$ cat src/rtl/riscv_pkg.sv
// Shared constants and types for the fetch front end and later pipeline stages.
package riscv_pkg;

  localparam int DEFAULT_WORDSIZE         = 64;
  localparam int DEFAULT_INSTRUCTION_SIZE = 32;
  localparam int INSTRUCTION_BYTES        = 4;

  localparam logic [31:0] NOP_INSTRUCTION = 32'h0000_0013;

  typedef enum logic {
    RUN,
    FAULT
  } fetch_state_t;

endpackage

$ cat src/rtl/if_id_register.sv
// Single valid/ready pipeline slot with flush; flush beats load, load beats drain.
module if_id_register
  import riscv_pkg::*;
#(
  parameter int PC_W  = DEFAULT_WORDSIZE,
  parameter int INS_W = DEFAULT_INSTRUCTION_SIZE
) (
  input  logic             clk,
  input  logic             reset,
  input  logic             flush,
  input  logic             load,
  input  logic [PC_W-1:0]  in_pc,
  input  logic [INS_W-1:0] in_instruction,
  input  logic             out_ready,
  output logic             out_valid,
  output logic [PC_W-1:0]  out_pc,
  output logic [INS_W-1:0] out_instruction
);

  logic             valid_q, valid_d;
  logic [PC_W-1:0]  pc_q, pc_d;
  logic [INS_W-1:0] ins_q, ins_d;

  always_comb begin
    valid_d = valid_q;
    pc_d    = pc_q;
    ins_d   = ins_q;
    if (flush) begin
      valid_d = 1'b0;
    end else if (load) begin
      valid_d = 1'b1;
      pc_d    = in_pc;
      ins_d   = in_instruction;
    end else if (valid_q && out_ready) begin
      valid_d = 1'b0;
    end
  end

  always_ff @(posedge clk) begin
    if (reset) begin
      valid_q <= 1'b0;
      pc_q    <= '0;
      ins_q   <= INS_W'(NOP_INSTRUCTION);
    end else begin
      valid_q <= valid_d;
      pc_q    <= pc_d;
      ins_q   <= ins_d;
    end
  end

  assign out_valid       = valid_q;
  assign out_pc          = pc_q;
  assign out_instruction = ins_q;

endmodule

$ cat src/rtl/instruction_fetch.sv
// Fetch stage: owns the PC, reads instruction memory combinationally and
// fills the IF/ID slot; halts in FAULT on a misaligned or out-of-range PC.
module instruction_fetch
  import riscv_pkg::*;
#(
  parameter int                          WORDSIZE         = DEFAULT_WORDSIZE,
  parameter int                          INSTRUCTION_SIZE = DEFAULT_INSTRUCTION_SIZE,
  parameter int                          MEMORY_SIZE      = 1024,
  parameter logic [WORDSIZE-1:0]         RESET_PC         = '0
) (
  input  logic                        clk,
  input  logic                        reset,
  input  logic                        stall,
  input  logic                        redirect_valid,
  input  logic [WORDSIZE-1:0]         redirect_pc,
  output logic [WORDSIZE-1:0]         imem_addr,
  input  logic [INSTRUCTION_SIZE-1:0] imem_instruction,
  output logic                        out_valid,
  input  logic                        out_ready,
  output logic [WORDSIZE-1:0]         out_pc,
  output logic [INSTRUCTION_SIZE-1:0] out_instruction,
  output logic                        fault
);

  localparam int IDX_W = WORDSIZE - 2;
  localparam logic [IDX_W-1:0] MEM_WORDS = IDX_W'(MEMORY_SIZE);

  logic [WORDSIZE-1:0] pc_q, pc_d;
  fetch_state_t        state_q, state_d;

  logic [IDX_W-1:0] pc_idx, redir_idx;
  logic             pc_ok, redir_ok, slot_free, fire;

  assign pc_idx    = pc_q[WORDSIZE-1:2];
  assign redir_idx = redirect_pc[WORDSIZE-1:2];
  assign pc_ok     = (pc_q[1:0] == 2'b00) && (pc_idx < MEM_WORDS);
  assign redir_ok  = (redirect_pc[1:0] == 2'b00) && (redir_idx < MEM_WORDS);
  assign slot_free = !out_valid || out_ready;
  assign imem_addr = {2'b00, pc_idx};

  always_comb begin
    pc_d    = pc_q;
    state_d = state_q;
    fire    = 1'b0;
    if (redirect_valid) begin
      pc_d    = redirect_pc;
      state_d = redir_ok ? RUN : FAULT;
    end else if (state_q == RUN) begin
      if (!pc_ok) begin
        state_d = FAULT;
      end else if (!stall && slot_free) begin
        fire = 1'b1;
        pc_d = pc_q + WORDSIZE'(INSTRUCTION_BYTES);
      end
    end
  end

  always_ff @(posedge clk) begin
    if (reset) begin
      pc_q    <= RESET_PC;
      state_q <= RUN;
    end else begin
      pc_q    <= pc_d;
      state_q <= state_d;
    end
  end

  assign fault = (state_q == FAULT);

  if_id_register #(
    .PC_W  (WORDSIZE),
    .INS_W (INSTRUCTION_SIZE)
  ) u_if_id (
    .clk             (clk),
    .reset           (reset),
    .flush           (redirect_valid),
    .load            (fire),
    .in_pc           (pc_q),
    .in_instruction  (imem_instruction),
    .out_ready       (out_ready),
    .out_valid       (out_valid),
    .out_pc          (out_pc),
    .out_instruction (out_instruction)
  );

endmodule

$ cat config.mk
export PLATFORM = sky130hd
export DESIGN_NAME = instruction_fetch
export DESIGN_NICKNAME = d
export VERILOG_FILES = /design/src/rtl/riscv_pkg.sv /design/src/rtl/if_id_register.sv /design/src/rtl/instruction_fetch.sv
export SDC_FILE = /design/constraint.sdc
export NUM_CORES = 1
export LEC_CHECK = 0
export CORE_ASPECT_RATIO = 1.4
export CORE_MARGIN = 2
export CORE_UTILIZATION = 42
export CTS_CLUSTER_SIZE = 14
export DETAILED_ROUTE_END_ITERATION = 10
export MAX_ROUTING_LAYER = met4
export PLACE_DENSITY_LB_ADDON = 0.2
export SLEW_MARGIN = 25
export SYNTH_ARGS = -nofsm -noshare
export SYNTH_HDL_FRONTEND = slang
export SYNTH_SLANG_ARGS = --single-unit
$ cat constraint.sdc
create_clock -name clk -period 3.1 [get_ports clk]
set_input_delay 0.62 -clock clk [delete_from_list [all_inputs] [get_ports clk]]
set_output_delay 0.62 -clock clk [all_outputs]
set_load 0.05 [all_outputs]
==> results of run 1 <==
critical path, cell delays in order, from the launching register on:
cell	delay, ps
dfxtp_1	330
nor4_1	410
nand4_1	270
or4_1	740
buf_4	260
or3_1	350
a311oi_1	240
cell families (layout without fill, tap and decap cells):
| kind of cell | count (synthesis) | in the layout | share of synthesized area [%] |
|---|---|---|---|
| multiplexers | 3 | 3 | 0.500 |
| adder cells (fa/ha/maj) | 1 | 1 | 0.208 |
| flip-flops | 162 | 162 | 54.0 |
| AND/OR/NAND/NOR | 179 | 179 | 16.7 |
| XOR/XNOR | 1 | 1 | 0.146 |
| AO/OA/AOI/OAI | 156 | 156 | 17.4 |
| other | 1 | 2 | 0.0624 |
| buffers and inverters | 111 | 308 | 11.0 |
cells in the final DEF (no fill, tap or decap), types with 3 or more instances in the layout:
cell type | synthesis | layout
a211o_1 | 3 | 3
a211oi_1 | 4 | 4
a21boi_0 | 3 | 3
a21oi_1 | 43 | 42
a22o_1 | 50 | 50
a311oi_1 | 5 | 5
and2_1 | 55 | 55
buf_4 | 64 | 10
clkbuf_16 | 0 | 17
clkdlybuf4s50_1 | 0 | 258
clkinv_8 | 0 | 4
dfxtp_1 | 162 | 162
inv_1 | 4 | 3
inv_6 | 0 | 6
mux2i_1 | 3 | 3
nand2_1 | 11 | 11
nand3_1 | 43 | 43
nand4_1 | 9 | 9
nor2_1 | 17 | 15
nor3_1 | 5 | 5
nor4_1 | 28 | 27
o21ai_0 | 41 | 41
or4_1 | 4 | 4
flip-flops by register name, summed over array words and instances, names as in the netlist:
signal,cells
fault,1
pc_q,64
u_if_id.out_instruction,32
u_if_id.out_pc,64
u_if_id.out_valid,1
path summary, 6_finish.rpt:
| path | start | endpoint | slack, ps | cells after the start |
|---|---|---|---|---|
| worst max-delay path | pc_q[17]$_SDFFE_PP0P_ | pc_q[5]$_SDFFE_PP0P_ | 420 | 6 |
| worst min-delay path | u_if_id.out_pc[33]$_SDFFE_PP0P_ | u_if_id.out_pc[33]$_SDFFE_PP0P_ | 460 | 1 |
| worst max register to register | pc_q[17]$_SDFFE_PP0P_ | pc_q[5]$_SDFFE_PP0P_ | 420 | 6 |
| worst min register to register | u_if_id.out_pc[33]$_SDFFE_PP0P_ | u_if_id.out_pc[33]$_SDFFE_PP0P_ | 460 | 1 |
power by group through the flow:
| stage | Clock, mW | Sequential, mW | Combinational (mW) |
|---|---|---|---|
| finish | 2.11 | 2.18 | 0.587 |
| global route | 2.24 | 2.19 | 0.614 |
| CTS | 2.16 | 2.18 | 0.590 |
| detailed placement | 0 | 2.23 | 0.587 |
| global placement | 0 | 2.23 | 0.582 |
| floorplan | 0 | 2.22 | 0.372 |
layout make-up:
| type | count | area [sq um] |
|---|---|---|
| fill | 1133 | 5040 |
| multi-input combinational | 342 | 2130 |
| inverter | 4 | 15.0 |
| clock inverter | 15 | 186 |
| clock buffer | 17 | 425 |
| timing repair buffer | 272 | 2710 |
| sequential | 162 | 3240 |
| tap | 185 | 231 |
per-layer routing:
layer / routed length [microns] / vias up / GRT usage [%]
met4: 677 / 0 / 11.3
met2: 9230 / 244 / 41.0
met3: 1470 / 41 / 7.52
met1: 7070 / 2506 / 26.5
met5: 0 / - / -
li1: - / 2507 / -
metrics by stage:
stage          std cells  utilization, %  power [mW]
2_1_floorplan        615               -        2.59
3_5_place_dp         965            59.6        2.82
4_1_cts              997            64.0        4.93
3_3_place_gp         965            59.6        2.81
5_1_grt              997            64.0        5.05
6_report             997            64.0        4.88
==> out/metrics.cfg, run 1 <==
[status]
status=complete, no violations

[finish]
area_delta_synth_final_pct=48.8
final_net_count=901
final_layout_size_suffix_gt1_share_pct=6.40
diodes=0
design_area_sq_um=8940

[grt]
grt_pass1_wl_microns=28800
grt_pass1_vias=5566
grt_max_degree=53
overflow=0
antenna_found_initial=0
grt.total_usage_pct=24.5

[clock_network]
insertion_delay_ps=420
cts_tree=done
cts_sinks=162
cts-buffers-inserted=17
clk_transition_reported_paths_ps=70
cts_setup_buffers=0
post_cts_resized=0
root_buffer=clkbuf_16
holdBufCountCts=0
cts_max_level=4
cts.path.max_buffers=2

[timing]
hold_viol=0
grt_setup_unrepaired=no
maxSlewViolCount=0
worstMarginPinSlew_ps=575
finalSetupTns_ps=0
worst_hold_slack_ps=458
fmax_mhz=373
finalSetupViolCount=0
clock_skew_ps=12.1
period_share_pct=86.5
final.min_clock_period_ps=2680
worst_slack_ps=419
slew_headroom_pct=61.5

[setup_path]
worstSetupPathType=reg2reg
startpoint_type=register
cp.arrival_ps=3010
worstPathRequired_ps=3430
cp_max_fo=19
setup.worst_path.end_class=register

[synth]
syn_avg_cell_area_sq_um=9.78
ys_types=35
async_reset_ff_share_pct=0
yosysTopAreaCell=dfxtp_1
syn_inst=614
synth_edf_count=0
synth_ff_type=dfxtp_1
synth_warnings=0
synth_top_area_share_pct=54.0
yosysSeqAreaShare_pct=54.0
yosys_register_bits=162
syn_area_sq_um=6010
synthTopCellsByCount=162 x dfxtp_1, 64 x buf_4, 55 x and2_1, 50 x a22o_1
yosysMostFrequentCell=dfxtp_1
yosys-top-cells-area=dfxtp_1 54%, buf_4 8.0%, a22o_1 7.3%

[pwr]
powerDensity_nw_per_um2=546
ir_worst_vdd_v=0.000319
power_switching_mw=1.34
p_seq_share_pct=44.7
sw_frac_of_total_pct=27.5
combPwrFrac_pct=12.0
p_leak_nw=3.25
internal_power_mw=3.54
clkPwrFrac_pct=43.3

[floorplan]
rows=51
die_w_microns=105
initial_utilization_pct=43.0
die-area_sq_um=15300
io_pins=263
core_sq_um=14000
die_y_microns=145

[place]
gp_congestion=0.832
pre_cts_slack_ps=196
dp_hpwl_microns=13500
place_area_sq_um=8330
io_buffers=260

[route]
drt-total-wl_microns=18400
drtAntennaViolNets=0
wl_per_cell_microns=18.5
drc_errors=0
first_pass_iters=4
vias=5298
viasPerCell=5.31
drt_iter0_drc=291

[min_path]
hold_class=reg2reg

[job]
cap_violations=0

(Power assumes the default switching activity.)
==> inputs of run 2 (changes only) <==
Settings changed: CELL_PAD_IN_SITES_DETAIL_PLACEMENT from default to 0, CELL_PAD_IN_SITES_GLOBAL_PLACEMENT from default to 1, CORE_UTILIZATION 42 to 31, SETUP_SLACK_MARGIN from default to 0.05.
==> out/metrics.cfg, run 2 (synthesis gave the netlist of run 1 again) <==
[status]
status=complete, no violations

[grt]
grt_max_degree=59  ; +11%
antenna_found_initial=0  ; unchanged
overflow=0  ; unchanged
grt.total_usage_pct=18.8  ; -5.8 points
grt_pass1_wl_microns=29100  ; +1.1%
grt_pass1_vias=5414  ; -2.7%

[floorplan]
rows=60  ; +18%
die-area_sq_um=20500  ; +34%
io_pins=263  ; unchanged
core_sq_um=19100  ; +37%
die_y_microns=169  ; +16%
die_w_microns=122  ; +16%
initial_utilization_pct=31.4  ; -12 points

[route]
vias=5238  ; -1.1%
drc_errors=0  ; unchanged
drt-total-wl_microns=18900  ; +2.4%
viasPerCell=4.94  ; -7.1%
drt_iter0_drc=381  ; +31%
wl_per_cell_microns=17.8  ; -3.8%
drtAntennaViolNets=0  ; unchanged
first_pass_iters=5  ; +1

[pwr]
ir_worst_vdd_v=0.000288  ; -9.6%
p_seq_share_pct=45.1  ; +0.4 points
combPwrFrac_pct=12.1  ; about the same
internal_power_mw=3.46  ; -2.2%
clkPwrFrac_pct=42.9  ; -0.4 points
power_mw=4.85  ; -0.73%
p_leak_nw=3.24  ; -0.34%
sw_frac_of_total_pct=28.5  ; +1.1 points
power_switching_mw=1.38  ; +3.1%
powerDensity_nw_per_um2=538  ; -1.4%

[clock_network]
cts_max_level=4  ; unchanged
root_buffer=clkbuf_16
post_cts_resized=0  ; unchanged
cts_tree=done
cts_setup_buffers=0  ; unchanged
cts-buffers-inserted=17  ; unchanged
cts.path.max_buffers=2  ; unchanged
holdBufCountCts=0  ; unchanged
cts_sinks=162  ; unchanged
insertion_delay_ps=430  ; about the same
clk_transition_reported_paths_ps=70  ; about the same

[job]
cap_violations=0  ; unchanged

[finish]
finish.utilization_pct=47.0  ; -17 points
final_common_cell=clkdlybuf4s50_1
final_cell_mix=258 x clkdlybuf4s50_1, 162 x dfxtp_1, 55 x and2_1
diodes=0  ; unchanged
final_net_count=902  ; +0.11%
area_delta_synth_final_pct=49.9
final_layout_size_suffix_gt1_share_pct=6.52  ; +0.12 points

[timing]
period_share_pct=88.2  ; +1.7 points
final.min_clock_period_ps=2730  ; +53.9 ps
grt_setup_unrepaired=no
clock_skew_ps=12.7  ; +0.557 ps
worst_slack_ps=365  ; -53.9 ps
fmax_mhz=366  ; -2.0%
maxSlewViolCount=0  ; unchanged
finalSetupTns_ps=0  ; unchanged
hold_viol=0  ; unchanged
slew_headroom_pct=56.5  ; -5.0 points
worstMarginPinSlew_ps=653  ; +77.3 ps
finalSetupViolCount=0  ; unchanged

[setup_path]
slowest_stage=or4_1
cp_max_fo=19  ; unchanged
worstSetupPathType=reg2reg
cp_top_family=simple AND/OR/NAND/NOR gates
crit_chain=nor4_1, nand4_1, or4_1, buf_4, or3_1, a311oi_1
worstPathRequired_ps=3440  ; about the same
cp.arrival_ps=3070  ; +60 ps
startpoint_type=register
crit_buf_inv=1  ; unchanged
setup.worst_path.end_class=register
slowest_delay_ps=750  ; about the same
rrSetupSlack_ps=370  ; -50 ps

[place]
gp_congestion=0.805  ; -3.2%
io_buffers=260  ; unchanged
pre_cts_slack_ps=195  ; -0.814 ps
dp_hpwl_microns=13700  ; +1.5%

[min_path]
hold_class=reg2reg

## run 2: power by group through the flow
stage                     Clock [mW]  Combinational (mW)  Sequential, mW
after floorplan                    0               0.372            2.22
after global placement             0               0.582            2.23
after detailed placement           0               0.586            2.23
after CTS                       2.13               0.590            2.18
after global routing            2.24               0.617            2.19
final                           2.08               0.585            2.19
## run 2: layout make-up
cell class                 count  area, sq um
tap                          248          310
multi-input combinational    342         2130
clock inverter                15          169
timing repair buffer         273         2710
inverter                       4         15.0
sequential                   162         3240
clock buffer                  17          425
fill                        1858        10100
## run 2: metal layers
metal	vias to the layer above	GRT usage, %	part of all wire, %
met5	-	-	0
met4	0	5.95	1.8
met3	23	6.94	8.1
met2	220	30.7	49
met1	2485	21.2	41
li1	2510	-	-
## run 2: path summary, 6_finish.rpt
kind	start	endpoint	cells past startpoint
max	pc_q[17]$_SDFFE_PP0P_	pc_q[5]$_SDFFE_PP0P_	6
max reg2reg	pc_q[17]$_SDFFE_PP0P_	pc_q[5]$_SDFFE_PP0P_	6
min reg2reg	u_if_id.out_pc[52]$_SDFFE_PP0P_	u_if_id.out_pc[52]$_SDFFE_PP0P_	1
min	u_if_id.out_pc[52]$_SDFFE_PP0P_	u_if_id.out_pc[52]$_SDFFE_PP0P_	1
## run 2: metrics by stage
step / hold slack [ps] / area [sq um] / cells
after floorplan: 462 / 6010 / 615
after global placement: 442 / 8380 / 1028
after detailed placement: 443 / 8410 / 1029
after CTS: 463 / 9000 / 1061
after global routing: 476 / 9000 / 1061
final: 461 / 9000 / 1061
